### src/rtl/pc_seq_ctrl_if.sv
// Instruction-memory fetch bus between the PC sequencer (master) and instruction memory (slave).
interface pc_seq_ctrl_if #(
    parameter int unsigned XLEN = 32
);
    logic            imem_req_valid;
    logic            imem_req_ready;
    logic [XLEN-1:0] imem_addr;
    logic            imem_resp_valid;
    logic [31:0]     imem_resp_data;

    modport master (
        output imem_req_valid,
        output imem_addr,
        input  imem_req_ready,
        input  imem_resp_valid,
        input  imem_resp_data
    );

    modport slave (
        input  imem_req_valid,
        input  imem_addr,
        output imem_req_ready,
        output imem_resp_valid,
        output imem_resp_data
    );
endinterface

### src/rtl/pc_seq_ctrl.sv
// Multi-cycle PC sequencer: FETCH -> WAIT -> EXEC per instruction, committing the next PC
// from the branch-condition selects, with an absorbing HALT state for ebreak or misaligned targets.
module pc_seq_ctrl #(
    parameter int unsigned     XLEN     = 32,
    parameter logic [XLEN-1:0] RESET_PC = XLEN'(32'h8000_0000)
) (
    input  logic                 clk,
    input  logic                 rst,
    pc_seq_ctrl_if.master        bus,
    output logic [31:0]          inst,
    output logic                 inst_valid,
    input  logic                 exu_done,
    input  logic                 PCAsrc,
    input  logic                 PCBsrc,
    input  logic [XLEN-1:0]      imm,
    input  logic [XLEN-1:0]      rs1,
    input  logic                 halt_req,
    output logic [XLEN-1:0]      pc,
    output logic                 halted,
    output logic                 misalign
);

    typedef enum logic [1:0] {StFetch, StWait, StExec, StHalt} state_e;

    state_e          state_q;
    logic [XLEN-1:0] pc_q;
    logic [31:0]     inst_q;
    logic            inst_valid_q;
    logic            req_valid_q;
    logic            halted_q;
    logic            misalign_q;

    logic [XLEN-1:0] base;
    logic [XLEN-1:0] addend;
    logic [XLEN-1:0] target;

    always_comb begin
        base   = PCBsrc ? rs1 : pc_q;
        addend = PCAsrc ? imm : XLEN'(4);
        target = base + addend;
        // jalr drops bit 0 before the alignment check
        if (PCAsrc && PCBsrc) begin
            target[0] = 1'b0;
        end
    end

    // The request flag is its own register so it reads 0 while reset is held and rises on
    // the first clock after release; ready only counts once the request is visible.
    always_ff @(posedge clk or posedge rst) begin
        if (rst) begin
            state_q      <= StFetch;
            pc_q         <= RESET_PC;
            inst_q       <= '0;
            inst_valid_q <= 1'b0;
            req_valid_q  <= 1'b0;
            halted_q     <= 1'b0;
            misalign_q   <= 1'b0;
        end else begin
            inst_valid_q <= 1'b0;
            unique case (state_q)
                StFetch: begin
                    if (!req_valid_q) begin
                        req_valid_q <= 1'b1;
                    end else if (bus.imem_req_ready) begin
                        req_valid_q <= 1'b0;
                        state_q     <= StWait;
                    end
                end
                StWait: begin
                    if (bus.imem_resp_valid) begin
                        inst_q       <= bus.imem_resp_data;
                        inst_valid_q <= 1'b1;
                        state_q      <= StExec;
                    end
                end
                StExec: begin
                    if (exu_done) begin
                        if (halt_req) begin
                            halted_q <= 1'b1;
                            state_q  <= StHalt;
                        end else if (target[1:0] != 2'b00) begin
                            misalign_q <= 1'b1;
                            halted_q   <= 1'b1;
                            state_q    <= StHalt;
                        end else begin
                            pc_q        <= target;
                            req_valid_q <= 1'b1;
                            state_q     <= StFetch;
                        end
                    end
                end
                StHalt: begin
                    state_q <= StHalt;
                end
                default: begin
                    state_q <= StHalt;
                end
            endcase
        end
    end

    assign bus.imem_req_valid = req_valid_q;
    assign bus.imem_addr      = pc_q;
    assign inst               = inst_q;
    assign inst_valid         = inst_valid_q;
    assign pc                 = pc_q;
    assign halted             = halted_q;
    assign misalign           = misalign_q;

endmodule

### src/flat_wrapper.sv
// flat-port wrapper written by rule: the top's interface ports become plain ports
module pc_seq_ctrl_flat 
#(
    parameter int unsigned     XLEN     = 32,
    parameter logic [XLEN-1:0] RESET_PC = XLEN'(32'h8000_0000)
)
  (clk, rst, inst, inst_valid, exu_done, PCAsrc, PCBsrc, imm, rs1, halt_req, pc, halted, misalign, bus_imem_req_valid, bus_imem_addr, bus_imem_req_ready, bus_imem_resp_valid, bus_imem_resp_data);
  pc_seq_ctrl_if #(.XLEN(XLEN)) bus_i ();
  input  logic clk;
  input  logic rst;
  output logic [31:0] inst;
  output logic inst_valid;
  input  logic exu_done;
  input  logic PCAsrc;
  input  logic PCBsrc;
  input  logic [XLEN-1:0] imm;
  input  logic [XLEN-1:0] rs1;
  input  logic halt_req;
  output logic [XLEN-1:0] pc;
  output logic halted;
  output logic misalign;
  output wire logic [$bits(bus_i.imem_req_valid)-1:0] bus_imem_req_valid;
  output wire logic [$bits(bus_i.imem_addr)-1:0] bus_imem_addr;
  input wire logic [$bits(bus_i.imem_req_ready)-1:0] bus_imem_req_ready;
  input wire logic [$bits(bus_i.imem_resp_valid)-1:0] bus_imem_resp_valid;
  input wire logic [$bits(bus_i.imem_resp_data)-1:0] bus_imem_resp_data;
  assign bus_imem_req_valid = bus_i.imem_req_valid;
  assign bus_imem_addr = bus_i.imem_addr;
  assign bus_i.imem_req_ready = bus_imem_req_ready;
  assign bus_i.imem_resp_valid = bus_imem_resp_valid;
  assign bus_i.imem_resp_data = bus_imem_resp_data;
  pc_seq_ctrl #(.XLEN(XLEN), .RESET_PC(RESET_PC)) u_core (.clk(clk), .rst(rst), .bus(bus_i), .inst(inst), .inst_valid(inst_valid), .exu_done(exu_done), .PCAsrc(PCAsrc), .PCBsrc(PCBsrc), .imm(imm), .rs1(rs1), .halt_req(halt_req), .pc(pc), .halted(halted), .misalign(misalign));
endmodule
### config.mk
export PLATFORM = sky130hd
export DESIGN_NAME = pc_seq_ctrl_flat
export DESIGN_NICKNAME = d
export VERILOG_FILES = /design/src/rtl/pc_seq_ctrl_if.sv /design/src/rtl/pc_seq_ctrl.sv /design/src/flat_wrapper.sv
export SDC_FILE = /design/constraint.sdc
export NUM_CORES = 1
export LEC_CHECK = 0
export BUFFER_PORTS_ARGS = -buffer_cell sky130_fd_sc_hd__buf_2
export CORE_UTILIZATION = 32
export CTS_CLUSTER_DIAMETER = 120
export CTS_CLUSTER_SIZE = 12
export DETAILED_ROUTE_END_ITERATION = 7
export PLACE_DENSITY_LB_ADDON = 0.3
export SLEW_MARGIN = 0
export SYNTH_ARGS = -nofsm -noshare
export SYNTH_HDL_FRONTEND = slang
export SYNTH_SLANG_ARGS = --single-unit
### constraint.sdc
create_clock -name clk -period 8.3 [get_ports clk]
set_clock_uncertainty 0.1 [all_clocks]
set_input_delay 1.66 -clock clk [delete_from_list [all_inputs] [get_ports clk]]
set_output_delay 1.66 -clock clk [all_outputs]
set_load 0.02 [all_outputs]
## Yosys cells after proc, flatten, opt, wreduce, memory -nomap -nowiden

Index checks and enable logic that the tools add are counted.

| cells by class | value |
|---|---|
| add/subtract/negate cells | 1 |
| eq/ne operators | 9 |
| multiplexer cells | 20 |
| bitwise logic cells | 2 |
| reductions and logical operators | 11 |

Operators with widths:

| cell | count |
|---|---|
| $mux 32 | 2 |
| $add 32x32->32 | 1 |
| $reduce_and 4->1 | 4 |
| $mux 2 | 6 |
| $mux 1 | 10 |
| $ne 2x2->1 const B | 5 |
| $pmux 2 s4 | 1 |
| $reduce_bool 2->1 | 3 |
| $eq 2x2->1 const B | 2 |
| $reduce_and 3->1 | 1 |
| $eq 2x1->1 const B | 1 |
| $logic_not 2->1 | 1 |
| $ne 2x1->1 const B | 1 |
| $not 1->1 | 2 |
| $pmux 1 s2 | 1 |
| $reduce_and 2->1 | 1 |
| $logic_and 1x1->1 | 1 |

| word-level totals | value |
|---|---|
| register bits | 70 |
| input port bits | 104 |
| logic and storage cells | 50 |

## Depth between registers and ports, before layout

Gate-level depths: netlist (run 1).

| logic depth | value |
|---|---|
| depth after elaboration | 8 |
| depth in mapped cells | 13 |

## Worst setup path before layout (run 1)

Ideal clock, no wire load.

| path | value |
|---|---|
| kind | input to register |
| start point | in PCBsrc |
| end point | reg u_core.pc_q[30], in the netlist u_core.bus.imem_addr[30] |
| library setup time | 0.087 ns |
| arrival time | 4.563 ns |
| setup slack | 3.550 ns |
| cell stages on the path | 12 |
| buffers on the path | 3 |
| path through | clkbuf_1 clkbuf_1 mux2_2 ha_1 buf_6 a21o_1 a21o_1 a311o_1 a21oi_2 nor2b_1 or4_1 o211ai_1 |

| between the ends | value |
|---|---|
| word-level cells in the longest chain between the ends | 6 |

Ends and longest elaborated chain:

| item | line | source |
|---|---|---|
| start, declared | flat_wrapper.sv:15 | `input logic PCBsrc;` |
| $mux 32 | pc_seq_ctrl.sv:38 | `base = PCBsrc ? rs1 : pc_q;` |
| $add 32x32->32 | pc_seq_ctrl.sv:40 | `target = base + addend;` |
| $mux 1 | pc_seq_ctrl.sv:42 | `if (PCAsrc && PCBsrc) begin` |
| $reduce_bool 2->1 | pc_seq_ctrl.sv:81 | `end else if (target[1:0] != 2'b00) begin` |
| $not 1->1 (no line) | n/a |  |
| $reduce_and 4->1 (no line) | n/a |  |
| end signal, assigned | pc_seq_ctrl.sv:86 | `pc_q <= target;` |
| end, declared | pc_seq_ctrl.sv:26 | `logic [XLEN-1:0] pc_q;` |

Parallel ways exist; a longest one is shown, timed or not.
A chain may end at the register's enable or synchronous reset.

## Worst setup path after layout (run 1)

Ends and elaborated chain as after synthesis.

==> results.txt, run 1 <==
Layout cells sized above 1 - 33.0%
RSZ-0062 raised after global routing - no
Hold EP - u_core.misalign
Die Width - 129 um
Global-route wire length before repair - 22400 um
Switching power - 0.579 mW
Status - finished clean
Crit-path slowest cell - or3_2
CP Cell Sequence - buf_2, mux2_2, ha_1, inv_1, fa_1, nand2_1, or3_2, or4_1, o211ai_1
Crit path buf inv count - 2
Antenna fix cells - 0
Antenna-violating nets left - 0
Cell count after synthesis - 624
Final worst slack - 3420 ps
Reg2Reg Depth - 8
DRC - 0
Total CTS buffers - 9
Wire per inst - 14.2 um
NumNets Final - 918
Avg Cell Area, Syn - 8.32 sq um
Number of global-route vias before repair - 4505
Slew Viols, Final - 0
CP endpoint kind - register
Die Y - 129 um
Multi-input gate area - 3050 sq um
Die area - 16700 sq um
Wirelength, routed - 14300 um
Part of the cycle the worst path needs - 58.8%
CTS sink count - 70
Worst-Skew Late Latency - 330 ps
Initial antenna violation count - 0
Hold depth - 1
Fillcell total - 1647
Maximum resistive drop on vdd - 0.105 mV
HP Class - reg -> reg
Via count - 4787
Kind of critical path - in -> reg
Crit start category - primary input
Min-delay src - u_core.misalign
Worst Setup Slack post-DPL - 3040 ps
Clock power frac - 24.7%
Asr flop ratio synth - 100%
YS warnings - 0
H-tree level count - 3
Ys flop type - dfrtp_1
Initial core utilization - 32.7%
Syn Nets - 760
Worst R2R Setup Slack - 5080 ps
Hold_buf cts - 0
Min cycle time layout - 4880 ps
Dpl hpwl - 10900 um
Total gr overflow - 0
Comb power frac - 41.5%
Seq cells post-synth - 70
Number of I/O port buffers - 203
Core box area - 15900 sq um
Clock Tree Buf Depth - 2
Max_cap viols - 0
I/O pin cnt - 204
Post-CTS sizing - 0
Power Density - 226 nW/um^2
Yosys cell types - 57
Drt first pass iters - 5
Crit path depth - 9
Post-synth EDFFs - 0
Vias per cell - 4.77
Mapped Area - 5190 sq um
Hold WS - 362 ps
Setup tns final - 0 ps
Largest net degree at the start of global routing - 71
Worst Tran Pin Value - 907 ps
# setup viols final - 0
Reg clk slew, reported paths - 60 ps
Data required time of the worst path - 8450 ps
P_int - 0.877 mW
Seq pwr share - 33.9%
Max Fanout on Critical Path - 52
CP arrival - 5030 ps
Gpl congestion - 0.797
CTS tree - built
Reg2Reg Capture Point - u_core.bus.imem_addr[30]
Net Sw Frac - 39.7%
Hold Fails Final Rpt - 0
Slew margin rel. - 39.1%
Max Clk Rate - 205 MHz
Postcts setup bufs - 0
Register area share after synthesis - 33.8%
R2R Path Start - u_core.bus.imem_addr[0]
Area growth, synth to finish - 23.9%
DRT iter0 DRCs - 211
Storage cell area - 1750 sq um
Root Driver - clkbuf_16
Rows - 46
Post-layout util - 40.5%
Pleak - 3.47 nW
Delay-heaviest family, CP - simple AND/OR/NAND/NOR gates
Slowest cell delay on critical path - 870 ps
Total global-route track usage - 17.4%
-- power by group through the flow --
stage	sequential, mW	clock (mW)	combinational [mW]
after detailed placement	0.501	0	0.605
after global placement	0.496	0	0.605
after CTS	0.495	0.371	0.608
after global routing	0.508	0.385	0.669
final	0.493	0.359	0.604
after floorplan	0.605	0	0.328
-- final cells by class --
cell class                 count  area share [%]
clock buffer                  15            4.16
sequential                    70            27.2
inverter                      12           0.700
multi-input combinational    483            47.4
tap                          216            4.20
timing repair buffer         206            16.1
clock inverter                 1           0.117
-- registers in the layout (all words and copies together), names as in the netlist --
| register | count |
|---|---|
| u_core.inst_valid | 1 |
| u_core.bus.imem_req_valid | 1 |
| u_core.bus.imem_addr | 32 |
| u_core.misalign | 1 |
| u_core.state_q | 2 |
| u_core.inst | 32 |
| u_core.halted | 1 |
-- cell families after synthesis --
family          Yosys count  share of synthesized area, %
simple gates            265                          23.4
flops                    70                          33.8
buf+inv                  71                          7.59
compound gates          134                          16.9
mux                      36                          7.73
xor+xnor                 16                          2.70
fa+ha+maj                32                          7.85
-- cell usage after synthesis (all sizes together) (3+ instances only) --
cell      n  area [sq um]
or3       4          25.0
xnor2     8          70.1
nor2     16          60.1
o211ai    6          45.0
a31oi     6          37.5
nand2   154           578
ha       31           388
nor3      9          45.0
dfrtp    69          1730
nand3    12          60.1
mux2     33           372
o21a      6          46.3
and2     38           239
mux2i     3          30.0
o31ai     8          65.1
buf      33           251
clkbuf   26          97.6
inv      11          41.3
a21oi    29           149
nand2b    5          31.3
a211o     6          52.6
a31o      3          26.3
and3      7          43.8
o21ai    34           170
or2       3          18.8
xor2      8          70.1
nand4     9          56.3
a211oi    5          37.5
a21o     15           114
-- worst register-to-register path, cell delays in order (launching register included) --
cell and delay [ps]:
dfrtp_1 410, mux2_2 190, ha_1 160, inv_1 50
fa_1 470, nand2_1 100, or3_2 870, or4_1 630
o211ai_1 160
-- placed cells by master, fill, tap and decap left out, drive strengths merged, types with 3 or more instances in the layout --
master / Yosys / routed
nand4: 9 / 9
a21oi: 29 / 29
clkbuf: 26 / 15
nand2b: 5 / 5
o21a: 6 / 6
nand2: 154 / 154
a31oi: 6 / 6
xor2: 8 / 8
o211ai: 6 / 6
and3: 7 / 7
or2: 3 / 3
inv: 11 / 11
nor2: 16 / 16
a211oi: 5 / 5
o31ai: 8 / 8
or3: 4 / 4
buf: 33 / 206
mux2: 33 / 33
nor3: 9 / 9
a211o: 6 / 6
ha: 31 / 31
o21ai: 34 / 34
dfrtp: 69 / 69
xnor2: 8 / 8
a21o: 15 / 15
mux2i: 3 / 3
and2: 38 / 38
nand3: 12 / 12
a31o: 3 / 3
-- routing by layer --
layer | up-vias | GRT usage (%) | share of wire [%]
li1 | 2466 | - | -
met1 | 2138 | 22.3 | 47
met2 | 170 | 29.6 | 45
met3 | 13 | 2.77 | 6.3
met4 | 0 | 5.95 | 1.3
met5 | - | 0 | 0
-- per-stage QoR --
step | std cells | instance area, sq um | total power, mW
2_1_floorplan | 624 | 5190 | 0.933
3_3_place_gp | 987 | 6160 | 1.10
3_5_place_dp | 987 | 6160 | 1.11
4_1_cts | 1003 | 6430 | 1.47
5_1_grt | 1003 | 6430 | 1.56
6_report | 1003 | 6430 | 1.46
-- worst max-delay path by stage --
stage                     slack (ps)  startpoint                  endpoint
after floorplan                 3550      PCBsrc  u_core.bus.imem_addr[30]
after global placement          3100      PCBsrc  u_core.bus.imem_addr[30]
after detailed placement        3040      PCBsrc  u_core.bus.imem_addr[30]
after CTS                       3390      PCBsrc  u_core.bus.imem_addr[30]
after global routing            3170      PCBsrc  u_core.bus.imem_addr[30]
final                           3420      PCBsrc  u_core.bus.imem_addr[30]
Note: power is estimated with default switching activity, not from simulation.
==> run 2, diff against run 1 <==
==> constraint.sdc (replaced) <==
create_clock -name clk -period 3.95 [get_ports clk]
set_clock_uncertainty 0.1 [all_clocks]
set_input_delay 0.79 -clock clk [delete_from_list [all_inputs] [get_ports clk]]
set_output_delay 0.79 -clock clk [all_outputs]
set_load 0.02 [all_outputs]
==> results.txt, run 2 (synthesis gave the netlist of run 1 again) <==
Layout cells sized above 1 - 34.5% (+1.5 points)
Power Density - 481 nW/um^2 (+110%)
Vias per cell - 4.86 (+1.9%)
Postcts setup bufs - 0 (unchanged)
R2R Path Start - u_core.bus.imem_addr[0]
Kind of critical path - in -> reg
Wire per inst - 14.5 um (+1.9%)
Status - finished clean
Total gr overflow - 0 (unchanged)
Root Driver - clkbuf_16
Hold_buf cts - 0 (unchanged)
Area growth, synth to finish - 26.7%
Min cycle time layout - 3520 ps
Die area - 16700 sq um (unchanged)
I/O pin cnt - 204 (unchanged)
Critical Path Source - PCBsrc
Crit start category - primary input
Hold Fails Final Rpt - 0 (unchanged)
Crit-path slowest cell - o2111ai_1
CTS sink count - 70 (unchanged)
Final Power - 3.17 mW (+120%)
Met3 Wirelength - 938 um (+4.6%)
Number of I/O port buffers - 203 (unchanged)
Post-CTS sizing - 0 (unchanged)
Max Clk Rate - 284 MHz
H-tree level count - 3 (unchanged)
Part of the cycle the worst path needs - 89.2%
Number of global-route vias before repair - 4545 (+0.89%)
RSZ-0062 raised after global routing - no
HP Class - in -> async
Crit path buf inv count - 2 (unchanged)
Slew Viols, Final - 0 (unchanged)
Initial core utilization - 32.7% (unchanged)
Largest net degree at the start of global routing - 39 (-45%)
DRC - 0 (unchanged)
Hold WS - 341 ps (-21.6 ps)
Post-layout util - 41.4% (+0.91 points)
Via count - 4936 (+3.1%)
Global-route wire length before repair - 23400 um (+4.2%)
Die Y - 129 um (unchanged)
Fillcell total - 1619 (-1.7%)
Drt first pass iters - 5 (unchanged)
Die Width - 129 um (unchanged)
Clock Tree Buf Depth - 2 (unchanged)
Initial antenna violation count - 0 (unchanged)
DRT iter0 DRCs - 241 (+14%)
Fin cells - 1015 (+1.2%)
Data required time of the worst path - 4120 ps (-4330 ps)
Placed Cells - 1000 (+1.3%)
Total CTS buffers - 9 (unchanged)
# setup viols final - 0 (unchanged)
Core box area - 15900 sq um (unchanged)
CTS tree - built
Max Fanout on Critical Path - 11 (-79%)
CP Cell Sequence - buf_2, buf_4, mux2_2, ha_1, nor2b_1, o31ai_2, a211oi_1, o2111ai_1, a21oi_1, or4_1, nand3_1
Delay-heaviest family, CP - compound AO/OA/AOI/OAI gates
Most frequent cells in the layout - 203 x buf_2, 154 x nand2_1, 69 x dfrtp_1
NumNets Final - 931 (+1.4%)
Worst-Skew Late Latency - 340 ps (about the same)
Reg clk slew, reported paths - 60 ps (about the same)
WL met2 - 6840 um (+5.4%)
Dpl hpwl - 11600 um (+6.1%)
Pleak - 3.56 nW (+2.5%)
Slew margin rel. - 37.0% (-2.1 points)
Wirelength, routed - 14700 um (+3.1%)
Antenna fix cells - 0 (unchanged)
M1 wire length - 6760 um (+0.70%)
Slowest cell delay on critical path - 530 ps (-340 ps)
Worst Tran Pin Value - 939 ps (+31.8 ps)
Antenna-violating nets left - 0 (unchanged)
CP arrival - 3700 ps (-1330 ps)
Max_cap viols - 0 (unchanged)
Commonest non-fill, non-tap cell in the layout - buf_2
Setup tns final - 0 ps (unchanged)
CP endpoint kind - register
Rows - 46 (unchanged)
Maximum resistive drop on vdd - 0.226 mV (+120%)
Total global-route track usage - 17.9% (+0.58 points)
Top routing layer in use - met4
Gpl congestion - 0.841 (+5.5%)
==> run 2: layer usage <==
metal  global-route usage (%)  vias to the layer above
li1                         -                     2490
met1                     23.1                     2252
met5                        0                        -
met4                     6.30                        0
met2                     30.5                      182
met3                     2.73                       12
==> run 2: stage by stage <==
| stage | area [sq um] | setup slack (ps) |
|---|---|---|
| 6_report | 6580 | 427 |
| 5_1_grt | 6580 | 233 |
| 4_1_cts | 6580 | 442 |
| 3_5_place_dp | 6270 | 85.8 |
| 3_3_place_gp | 6270 | 147 |
| 2_1_floorplan | 5190 | 70.3 |
==> run 2: final cells by class <==
type / instances / area (sq um) / share of cell area [%]
clock buffer: 12 / 267 / 4.05
timing repair buffer: 219 / 1150 / 17.5
inverter: 12 / 45.0 / 0.685
clock inverter: 3 / 42.5 / 0.647
tap: 216 / 270 / 4.11
sequential: 70 / 1750 / 26.6
multi-input combinational: 483 / 3050 / 46.4
==> run 2: power by group <==
part | total, mW | leakage, nW | internal, mW | switching (mW)
clock | 0.846 | 0.151 | 0.536 | 0.310
combinational | 1.29 | 2.50 | 0.489 | 0.796
sequential | 1.03 | 0.910 | 0.907 | 0.127
total | 3.17 | 3.56 | 1.93 | 1.23
==> run 2: path summary, 6_finish.rpt <==
path | endpoint | slack, ps | cells past startpoint
min in group clk | u_core.misalign | 360 | 1
setup / recovery | u_core.bus.imem_addr[26] | 430 | 11
max in group asynchronous | u_core.inst[11] | 2590 | 3
hold / removal | u_core.bus.imem_addr[10] | 340 | 2
hold reg to reg | u_core.misalign | 360 | 1
setup reg to reg | u_core.bus.imem_addr[28] | 820 | 11
==> run 2: worst reg2reg max path, stage by stage (launching register included) <==
cell and delay, ps:
dfrtp_1 420, mux2_2 180, ha_1 160, inv_1 50
fa_1 400, nor2b_1 190, o31ai_2 110, a211oi_1 350
o2111ai_1 350, a211o_1 410, a211o_1 290, nand3_1 60
==> run 3, diff against run 2 <==
--- a/config.mk
+++ b/config.mk
@@ -10,6 +10,7 @@
 export CTS_CLUSTER_DIAMETER = 120
 export CTS_CLUSTER_SIZE = 12
 export DETAILED_ROUTE_END_ITERATION = 7
+export GPL_TIMING_DRIVEN = 0
 export PLACE_DENSITY_LB_ADDON = 0.3
 export SLEW_MARGIN = 0
 export SYNTH_ARGS = -nofsm -noshare
==> results.txt, run 3 (synthesis gave the netlist of run 1 again) <==
Postcts setup bufs - 0 (unchanged)
Layout cells sized above 1 - 35.8% (+1.3 points)
Total CTS buffers - 9 (unchanged)
Number of I/O port buffers - 202 (-0.49%)
Rows - 46 (unchanged)
Largest net degree at the start of global routing - 40 (+2.6%)
Initial core utilization - 32.7% (unchanged)
Worst-Skew Late Latency - 330 ps (about the same)
Pleak - 3.70 nW (+3.9%)
Min cycle time layout - 3730 ps (+209 ps)
Die area - 16700 sq um (unchanged)
Max_cap viols - 0 (unchanged)
Core box area - 15900 sq um (unchanged)
Kind of critical path - in -> reg
DP Area - 6500 sq um (+3.6%)
Vias per cell - 4.78 (-1.7%)
RSZ-0062 raised after global routing - no
Area growth, synth to finish - 31.6%
Die Y - 129 um (unchanged)
I/O pin cnt - 204 (unchanged)
Commonest non-fill, non-tap cell in the layout - buf_2
CTS sink count - 70 (unchanged)
Via count - 5063 (+2.6%)
Hold WS - 351 ps (+9.97 ps)
Crit start category - primary input
Final worst slack - 218 ps (-209 ps)
Hold EP - u_core.misalign
Clock Tree Buf Depth - 2 (unchanged)
Power Density - 467 nW/um^2 (-3.0%)
Total global-route track usage - 18.4% (+0.43 points)
Setup tns final - 0 ps (unchanged)
Min-delay src - u_core.misalign
CTS tree - built
Critical Path Source - PCAsrc
Antenna-violating nets left - 0 (unchanged)
Gpl congestion - 0.883 (+5.0%)
HP Class - reg -> reg
Slew Viols, Final - 0 (unchanged)
Wire per inst - 14.3 um (-1.8%)
Worst Setup Slack post-DPL - -994 ps (-1080 ps)
Worst Tran Pin Value - 591 ps (-348 ps)
H-tree level count - 3 (unchanged)
Antenna fix cells - 0 (unchanged)
Initial antenna violation count - 0 (unchanged)
Most frequent cells in the layout - 202 x buf_2, 154 x nand2_1, 69 x dfrtp_1
# setup viols final - 0 (unchanged)
Maximum resistive drop on vdd - 0.211 mV (-6.6%)
DRT iter0 DRCs - 176 (-27%)
Part of the cycle the worst path needs - 94.5% (+5.3 points)
Data required time of the worst path - 4120 ps (about the same)
Reg2Reg Capture Point - u_core.bus.imem_addr[28]
CP endpoint kind - register
CP arrival - 3900 ps (+200 ps)
DRC - 0 (unchanged)
Worst R2R Setup Slack - 870 ps (+50 ps)
Max Fanout on Critical Path - 10 (-1)
Layout Cell Area excl Fill - 6830 sq um (+3.9%)
Hold depth - 1
Slew margin rel. - 60.6% (+24 points)
Wirelength, routed - 15100 um (+2.5%)
Global-route wire length before repair - 23600 um (+1.1%)
Dpl hpwl - 11900 um (+2.5%)
Drt first pass iters - 4 (-1)
Reg2Reg Depth - 11 (unchanged)
Max Clk Rate - 268 MHz (-5.6%)
Die Width - 129 um (unchanged)
Reg clk slew, reported paths - 60 ps (about the same)
Final Power - 3.19 mW (+0.80%)
Root Driver - clkbuf_16
Status - finished clean
R2R Path Start - u_core.bus.imem_addr[0]
Hold Fails Final Rpt - 0 (unchanged)
Total gr overflow - 0 (unchanged)
Number of global-route vias before repair - 4597 (+1.1%)
NumNets Final - 974 (+4.6%)
## run 3: cell types whose count changed in the layout (fill, tap and decap cells not counted), moves of 2 or more
| cell | change |
|---|---|
| clkbuf_8 | -3 |
| buf_4 | +18 |
| clkbuf_1 | +20 |
| clkinvlp_4 | +2 |
| clkbuf_2 | +3 |
| clkbuf_4 | +3 |
## run 3: power by group
| group | leakage, nW | total (mW) | internal (mW) | switching [mW] |
|---|---|---|---|---|
| combinational | 2.65 | 1.35 | 0.550 | 0.804 |
| clock | 0.134 | 0.801 | 0.487 | 0.314 |
| sequential | 0.910 | 1.04 | 0.907 | 0.130 |
## run 3: how the worst max path moves through the flow
stage	to	slack, ps	cells after the start
final	u_core.bus.imem_addr[28]	220	13
after global routing	u_core.bus.imem_addr[5]	20	11
after CTS	u_core.bus.imem_addr[30]	50	13
after detailed placement	u_core.bus.imem_addr[5]	-990	11
after global placement	u_core.bus.imem_addr[5]	-1020	11
after floorplan	u_core.bus.imem_addr[30]	70	12
## run 3: area by class of cell
type | count | area [sq um]
fill | 1639 | 9050
multi-input combinational | 483 | 3070
sequential | 70 | 1750
timing repair buffer | 203 | 1030
buffer | 59 | 368
tap | 216 | 270
clock buffer | 10 | 229
clock inverter | 6 | 62.6
inverter | 12 | 47.5
## run 3: what timing repair did
action                     4_1_cts  5_1_grt
setup endpoints to repair       28       26
hold buffers                     0        0
resized for setup                9       13
pin swaps                        0        1
## run 3: critical path: stages
cell and delay (ps):
buf_2 160, clkbuf_1 390, and2_1 200, ha_1 170, inv_1 60, fa_1 410
nor2b_1 200, o31ai_2 120, a211oi_1 390, o2111ai_2 260, a211o_1 390, a211o_1 300
nand3_1 60
## run 3: metrics by stage
step | instances | utilization, %
global placement | 1042 | 40.8
floorplan | 624 | -
detailed placement | 1043 | 40.9
finish | 1059 | 43.0
CTS | 1059 | 42.9
global route | 1059 | 43.0
## run 3: per-layer routing
layer	vias to the layer above	GRT usage [%]	wire length, um
li1	2573	-	-
met1	2290	23.5	7030
met2	181	31.0	6870
met3	19	3.39	950
met4	0	6.16	252
met5	-	0	0
